File: src/rtl/sound_wave_arbiter.sv
// Channel-3 wave RAM owner: arbitrates CPU bus access against sample fetches.
// Define SOUND_WAVE_CGB_ACCESS_EN for CGB behaviour: no access window applies while channel 3 plays.
module sound_wave_arbiter #(
  parameter int unsigned WINDOW = 2
) (
  input  logic       clk,
  input  logic       rst,
  input  logic [3:0] cpu_addr,
  input  logic       cpu_rd,
  input  logic       cpu_wr,
  input  logic [7:0] cpu_din,
  output logic [7:0] cpu_dout,
  output logic       cpu_rd_valid,
  input  logic       ch3_on,
  input  logic       fetch_req,
  input  logic [3:0] fetch_addr,
  output logic [7:0] fetch_data,
  output logic       fetch_valid,
  output logic       wb_pending,
  output logic [3:0] last_addr
);

  localparam int unsigned AW    = 4;
  localparam int unsigned DW    = 8;
  localparam int unsigned DEPTH = 16;

  // One-hot owner of the single RAM write port in the current cycle
  typedef enum logic [2:0] {
    IDLE   = 3'b001,
    FETCH  = 3'b010,
    COMMIT = 3'b100
  } owner_t;

  logic [DW-1:0] mem [DEPTH];
  logic [AW-1:0] wb_addr;
  logic [DW-1:0] wb_data;

  owner_t        owner;
  logic          perm;
  logic          accept;
  logic          cpu_read;
  logic [AW-1:0] ea;
  logic          ram_we;
  logic [AW-1:0] ram_waddr;
  logic [DW-1:0] ram_wdata;
  logic          buf_load;
  logic          pend_next;
  logic [DW-1:0] fetch_byte;
  logic [DW-1:0] cpu_byte;

`ifdef SOUND_WAVE_CGB_ACCESS_EN
  assign perm = 1'b1;
`else
  localparam int unsigned CW = 4;
  logic [CW-1:0] window_cnt;

  assign perm = !ch3_on || (window_cnt != '0);

  // Access window reopens on every fetch and collapses when playback stops
  always_ff @(posedge clk) begin
    if (rst || !ch3_on) begin
      window_cnt <= '0;
    end else if (fetch_req) begin
      window_cnt <= CW'(WINDOW);
    end else if (window_cnt != '0) begin
      window_cnt <= window_cnt - CW'(1);
    end
  end
`endif

  // While playing, the CPU only sees the byte the fetcher last touched
  assign ea       = ch3_on ? last_addr : cpu_addr;
  assign accept   = cpu_wr && perm;
  assign cpu_read = cpu_rd && !cpu_wr;

  // Reads see the buffered write as if it were already in RAM
  assign fetch_byte = (wb_pending && (wb_addr == fetch_addr)) ? wb_data : mem[fetch_addr];
  assign cpu_byte   = (wb_pending && (wb_addr == ea))         ? wb_data : mem[ea];

  always_comb begin
    owner     = IDLE;
    ram_we    = 1'b0;
    ram_waddr = wb_addr;
    ram_wdata = wb_data;
    buf_load  = 1'b0;
    pend_next = wb_pending;

    if (fetch_req) begin
      owner = FETCH;
    end else if (wb_pending) begin
      owner = COMMIT;
    end

    case (owner)
      FETCH: begin
        // Port is blocked; a new write replaces any buffered one
        if (accept) begin
          buf_load  = 1'b1;
          pend_next = 1'b1;
        end
      end
      COMMIT: begin
        ram_we    = 1'b1;
        buf_load  = accept;
        pend_next = accept;
      end
      default: begin
        if (accept) begin
          ram_we    = 1'b1;
          ram_waddr = ea;
          ram_wdata = cpu_din;
        end
      end
    endcase
  end

  // RAM contents survive reset; a reset cycle never commits
  always_ff @(posedge clk) begin
    if (!rst && ram_we) begin
      mem[ram_waddr] <= ram_wdata;
    end
  end

  always_ff @(posedge clk) begin
    if (rst) begin
      cpu_dout     <= 8'hFF;
      cpu_rd_valid <= 1'b0;
      fetch_data   <= '0;
      fetch_valid  <= 1'b0;
      wb_pending   <= 1'b0;
      last_addr    <= '0;
      wb_addr      <= '0;
      wb_data      <= '0;
    end else begin
      wb_pending   <= pend_next;
      fetch_valid  <= fetch_req;
      cpu_rd_valid <= cpu_read;
      if (buf_load) begin
        wb_addr <= ea;
        wb_data <= cpu_din;
      end
      if (fetch_req) begin
        fetch_data <= fetch_byte;
        last_addr  <= fetch_addr;
      end
      if (cpu_read) begin
        cpu_dout <= perm ? cpu_byte : 8'hFF;
      end
    end
  end

endmodule

File: config.mk
export PLATFORM = sky130hd
export DESIGN_NAME = sound_wave_arbiter
export DESIGN_NICKNAME = d
export VERILOG_FILES = /design/src/rtl/sound_wave_arbiter.sv
export SDC_FILE = /design/constraint.sdc
export NUM_CORES = 1
export LEC_CHECK = 0
export CORE_MARGIN = 3
export CORE_UTILIZATION = 60
export CTS_CLUSTER_DIAMETER = 100
export DETAILED_ROUTE_END_ITERATION = 10
export GPL_TIMING_DRIVEN = 1
export PLACE_DENSITY = 0.78
export SETUP_SLACK_MARGIN = 0.02
export SLEW_MARGIN = 20
export SYNTH_ARGS = -nofsm -noshare
export SYNTH_HDL_FRONTEND = slang
export SYNTH_SLANG_ARGS = --single-unit
File: constraint.sdc
create_clock -name clk -period 2.5 [get_ports clk]
set_input_delay 0.25 -clock clk [delete_from_list [all_inputs] [get_ports clk]]
set_output_delay 0.25 -clock clk [all_outputs]
set_load 0.1 [all_outputs]
==> impl_metrics.env <==
export IMPL_grt_ovfl_total=0
export IMPL_cp_data_arrival_time_ps=2530
export IMPL_design_die_area_mm2=0.0144
export IMPL_syn_to_final_growth_pct=19.4
export IMPL_cp_end_kind="register"
export IMPL_antennaDiodeCount=0
export IMPL_wl_per_cell_um=25.6
export IMPL_slew_headroom=0.352
export IMPL_worstSetupStartpointType="register"
export IMPL_num_nets_final=609
export IMPL_final_hold_violation_count=0
export IMPL_gpl_final_weighted_congestion=0.895
export IMPL_grt_pass1_wl_mm=30.6
export IMPL_post_synth_top_area_cell="edfxtp_1"
export IMPL_post_synth_most_frequent_cells="128 x edfxtp_1, 55 x mux4_2, 50 x nor2_1"
export IMPL_finClkSkew_ps=7.46
export IMPL_status="complete, no violations"
export IMPL_place_port_buffers=44
export IMPL_track_usage=0.291
export IMPL_cp_slowest_cell="or3_1"
export IMPL_hold_class="input port to register"
export IMPL_tritoncts_num_buffers=17
export IMPL_whs_ps=415
export IMPL_net_count_after_synthesis=519
export IMPL_worst_pin_slew_ps=968
export IMPL_p_per_area_mw_per_mm2=690
export IMPL_yosysWarnings=0
export IMPL_dr_first_iter_drc_count=749
export IMPL_leakagePower_nw=3.28
export IMPL_finalWorstPathRequiredPeriod_ps=2350
export IMPL_io_pins=45
export IMPL_cts_tree="yes"
export IMPL_drive_gt1_frac=0.313
export IMPL_timing_setup_critical_path_class="register to register"
export IMPL_cells_traversed_along_the_worst_timing_path="or3_1 > o211ai_2 > buf_4 > nor3_1 > a31oi_1 > nor2_1 > buf_4"
export IMPL_clk_latency_ps=430
export IMPL_drtAntennaViolNets=0
export IMPL_fin_crit_sh=0.941
export IMPL_layout_area_seq_mm2=0.00463
export IMPL_initial_core_util=0.616
export IMPL_cts_sink_count=167
export IMPL_clock_fmax_mhz=425
export IMPL_grt_antenna_before_repair=0
export IMPL_synth_flop_cell="edfxtp_1"
export IMPL_final_design_area_no_fill_mm2=0.00932
export IMPL_max_cap_violations=0
export IMPL_critical_path_top_delay_family="compound AO/OA/AOI/OAI gates"
export IMPL_slew_violations=0
export IMPL_crit_path_max_incr_delay_ps=450
export IMPL_crit_top_cell="buf_4"
export IMPL_placeableCoreArea_mm2=0.0127
export IMPL_cp_max_fo=8
export IMPL_detailedRoute_firstPassIterationCount=5
export IMPL_yosys_register_bits=167
export IMPL_critPathBufInv=2
export IMPL_row_count=41
export IMPL_filler_cell_count=748
export IMPL_yosys_area_top_type_share=0.493
export IMPL_yosysUniqueCellTypes=44
export IMPL_pin_count_of_the_biggest_net_entering_global_routing=35
export IMPL_dieWidth_um=120
export IMPL_finalSetupViolations=0
export IMPL_vdd_ir_drop_max_v=0.000441
export IMPL_setup_total_negative_slack_ps=0
export IMPL_multi_input_comb_area_mm2=0.00300
export IMPL_portion_of_the_post_synthesis_area_used_by_sequential_elements=0.593
export IMPL_synth_edf_count=128
export IMPL_post_dp_cell_area_mm2=0.00873
export IMPL_height_of_the_chip_um=120
export IMPL_cts_repair_timing_setup_buffer_count=0
export IMPL_post_synth_cell_area_avg_um2=15.7
export IMPL_cts_reportedPaths_clkPinSlew_ps=60
export IMPL_clock_path_buffers=2
export IMPL_post_synth_instance_area_mm2=0.00780
export IMPL_place_hpwl_mm=14.0
export IMPL_netlist_top_cells_area="edfxtp_1 49%, mux4_2 16%, dfxtp_1 10%"
export IMPL_final_core_utilization=0.735
export IMPL_synth_cells=497
export IMPL_setup_repair_after_global_routing_missed_its_margin="true"
export IMPL_vias=5163
export IMPL_viasPerCell=6.69
export IMPL_clock_tree_htree_level_count=4
export IMPL_share_of_flip_flops_with_an_asynchronous_set_or_reset_after_synthesis=0
export IMPL_cts_root_buf="clkbuf_16"
export IMPL_yosys_cell_count_top_type="edfxtp_1"
export IMPL_totalWireLength_mm=19.8
export IMPL_critPathRequiredTime_ps=2680
export IMPL_first_global_vias=5194
export IMPL_drc=0
export IMPL_ff2ff_setup_slack_ps=150
registers in the layout (all words and copies together) (netlist names), 4 cells and up:
name	cells
cpu_dout	8
fetch_data	8
wb_addr	4
last_addr	4
wb_data	8
window_cnt	4
mem	128
logic make-up (layout without fill, tap and decap cells):
logic type,after synthesis,count (layout),share of synthesized area
DFF,167,167,0.593
and+or+nand+nor,108,108,0.0637
muxes,104,104,0.247
AOI/OAI and AO/OA,74,74,0.0653
buffers and inverters,37,140,0.0237
xor gates and xnor gates,7,7,0.00786
per-layer routing:
layer / routed length [um] / share of wire / up-vias / GRT usage
met5: 0 / 0 / - / 0
met4: 411 / 0.021 / 0 / 0.105
met3: 2230 / 0.11 / 43 / 0.0641
met2: 9360 / 0.47 / 371 / 0.447
met1: 7760 / 0.39 / 2549 / 0.419
li1: - / - / 2200 / -
metrics by stage:
stage,std cells,total power [mW],setup slack (ps)
2_1_floorplan,497,3.71,14.2
3_3_place_gp,740,3.95,-69.7
3_5_place_dp,740,3.97,-149
4_1_cts,772,6.44,167
5_1_grt,772,6.61,4.88
6_report,772,6.43,147
worst reg2reg max path: stages, from the launching register on:
cell	delay, ps
dfxtp_1	350
or3_1	450
o211ai_2	290
buf_4	210
nor3_1	70
a31oi_1	430
nor2_1	120
buf_4	200
layout make-up:
cell class,instances,area share
Clock buffer,24,0.0556
Multi-Input combinational cell,293,0.322
Tap cell,172,0.0231
Inverter,7,0.00282
Sequential cell,167,0.497
Timing Repair Buffer,101,0.0932
Clock inverter,8,0.00631
placed cells by master, fill, tap and decap left out, types with 4 or more instances in the layout:
| cell type | count |
|---|---|
| a22oi_1 | 4 |
| clkdlybuf4s50_1 | 20 |
| clkbuf_8 | 4 |
| edfxtp_1 | 128 |
| nor3_1 | 13 |
| nand2_1 | 22 |
| mux2_2 | 9 |
| mux4_2 | 55 |
| o22ai_1 | 6 |
| a211oi_1 | 25 |
| inv_1 | 7 |
| o21ai_1 | 4 |
| xnor2_1 | 6 |
| a21oi_1 | 12 |
| nor2_1 | 50 |
| buf_12 | 5 |
| o21ai_0 | 4 |
| mux4_1 | 11 |
| dfxtp_2 | 4 |
| mux2i_1 | 27 |
| dfxtp_1 | 35 |
| clkbuf_16 | 18 |
| buf_4 | 75 |
| a22o_1 | 6 |
repair_timing:
| item | in CTS | in global routing |
|---|---|---|
| setup endpoints to repair | 0 | 16 |
| hold buffers | 0 | 0 |
| resized for setup | 0 | 2 |
report_power, final:
group	switching [mW]	internal, mW	leakage (nW)	total (mW)
Combinational	0.516	0.339	1.50	0.855
Sequential	0.0379	3.04	1.49	3.08
Clock	1.04	1.46	0.289	2.50
final timing paths:
kind                                     from       endpoint  cells after the start
worst min register to register  window_cnt[3]  window_cnt[3]                      2
worst max register to register  window_cnt[1]      mem[7][3]                      7
worst min-delay path               cpu_din[2]     wb_data[2]                      3
worst max-delay path            window_cnt[1]      mem[7][3]                      7
(Power assumes the default switching activity.)
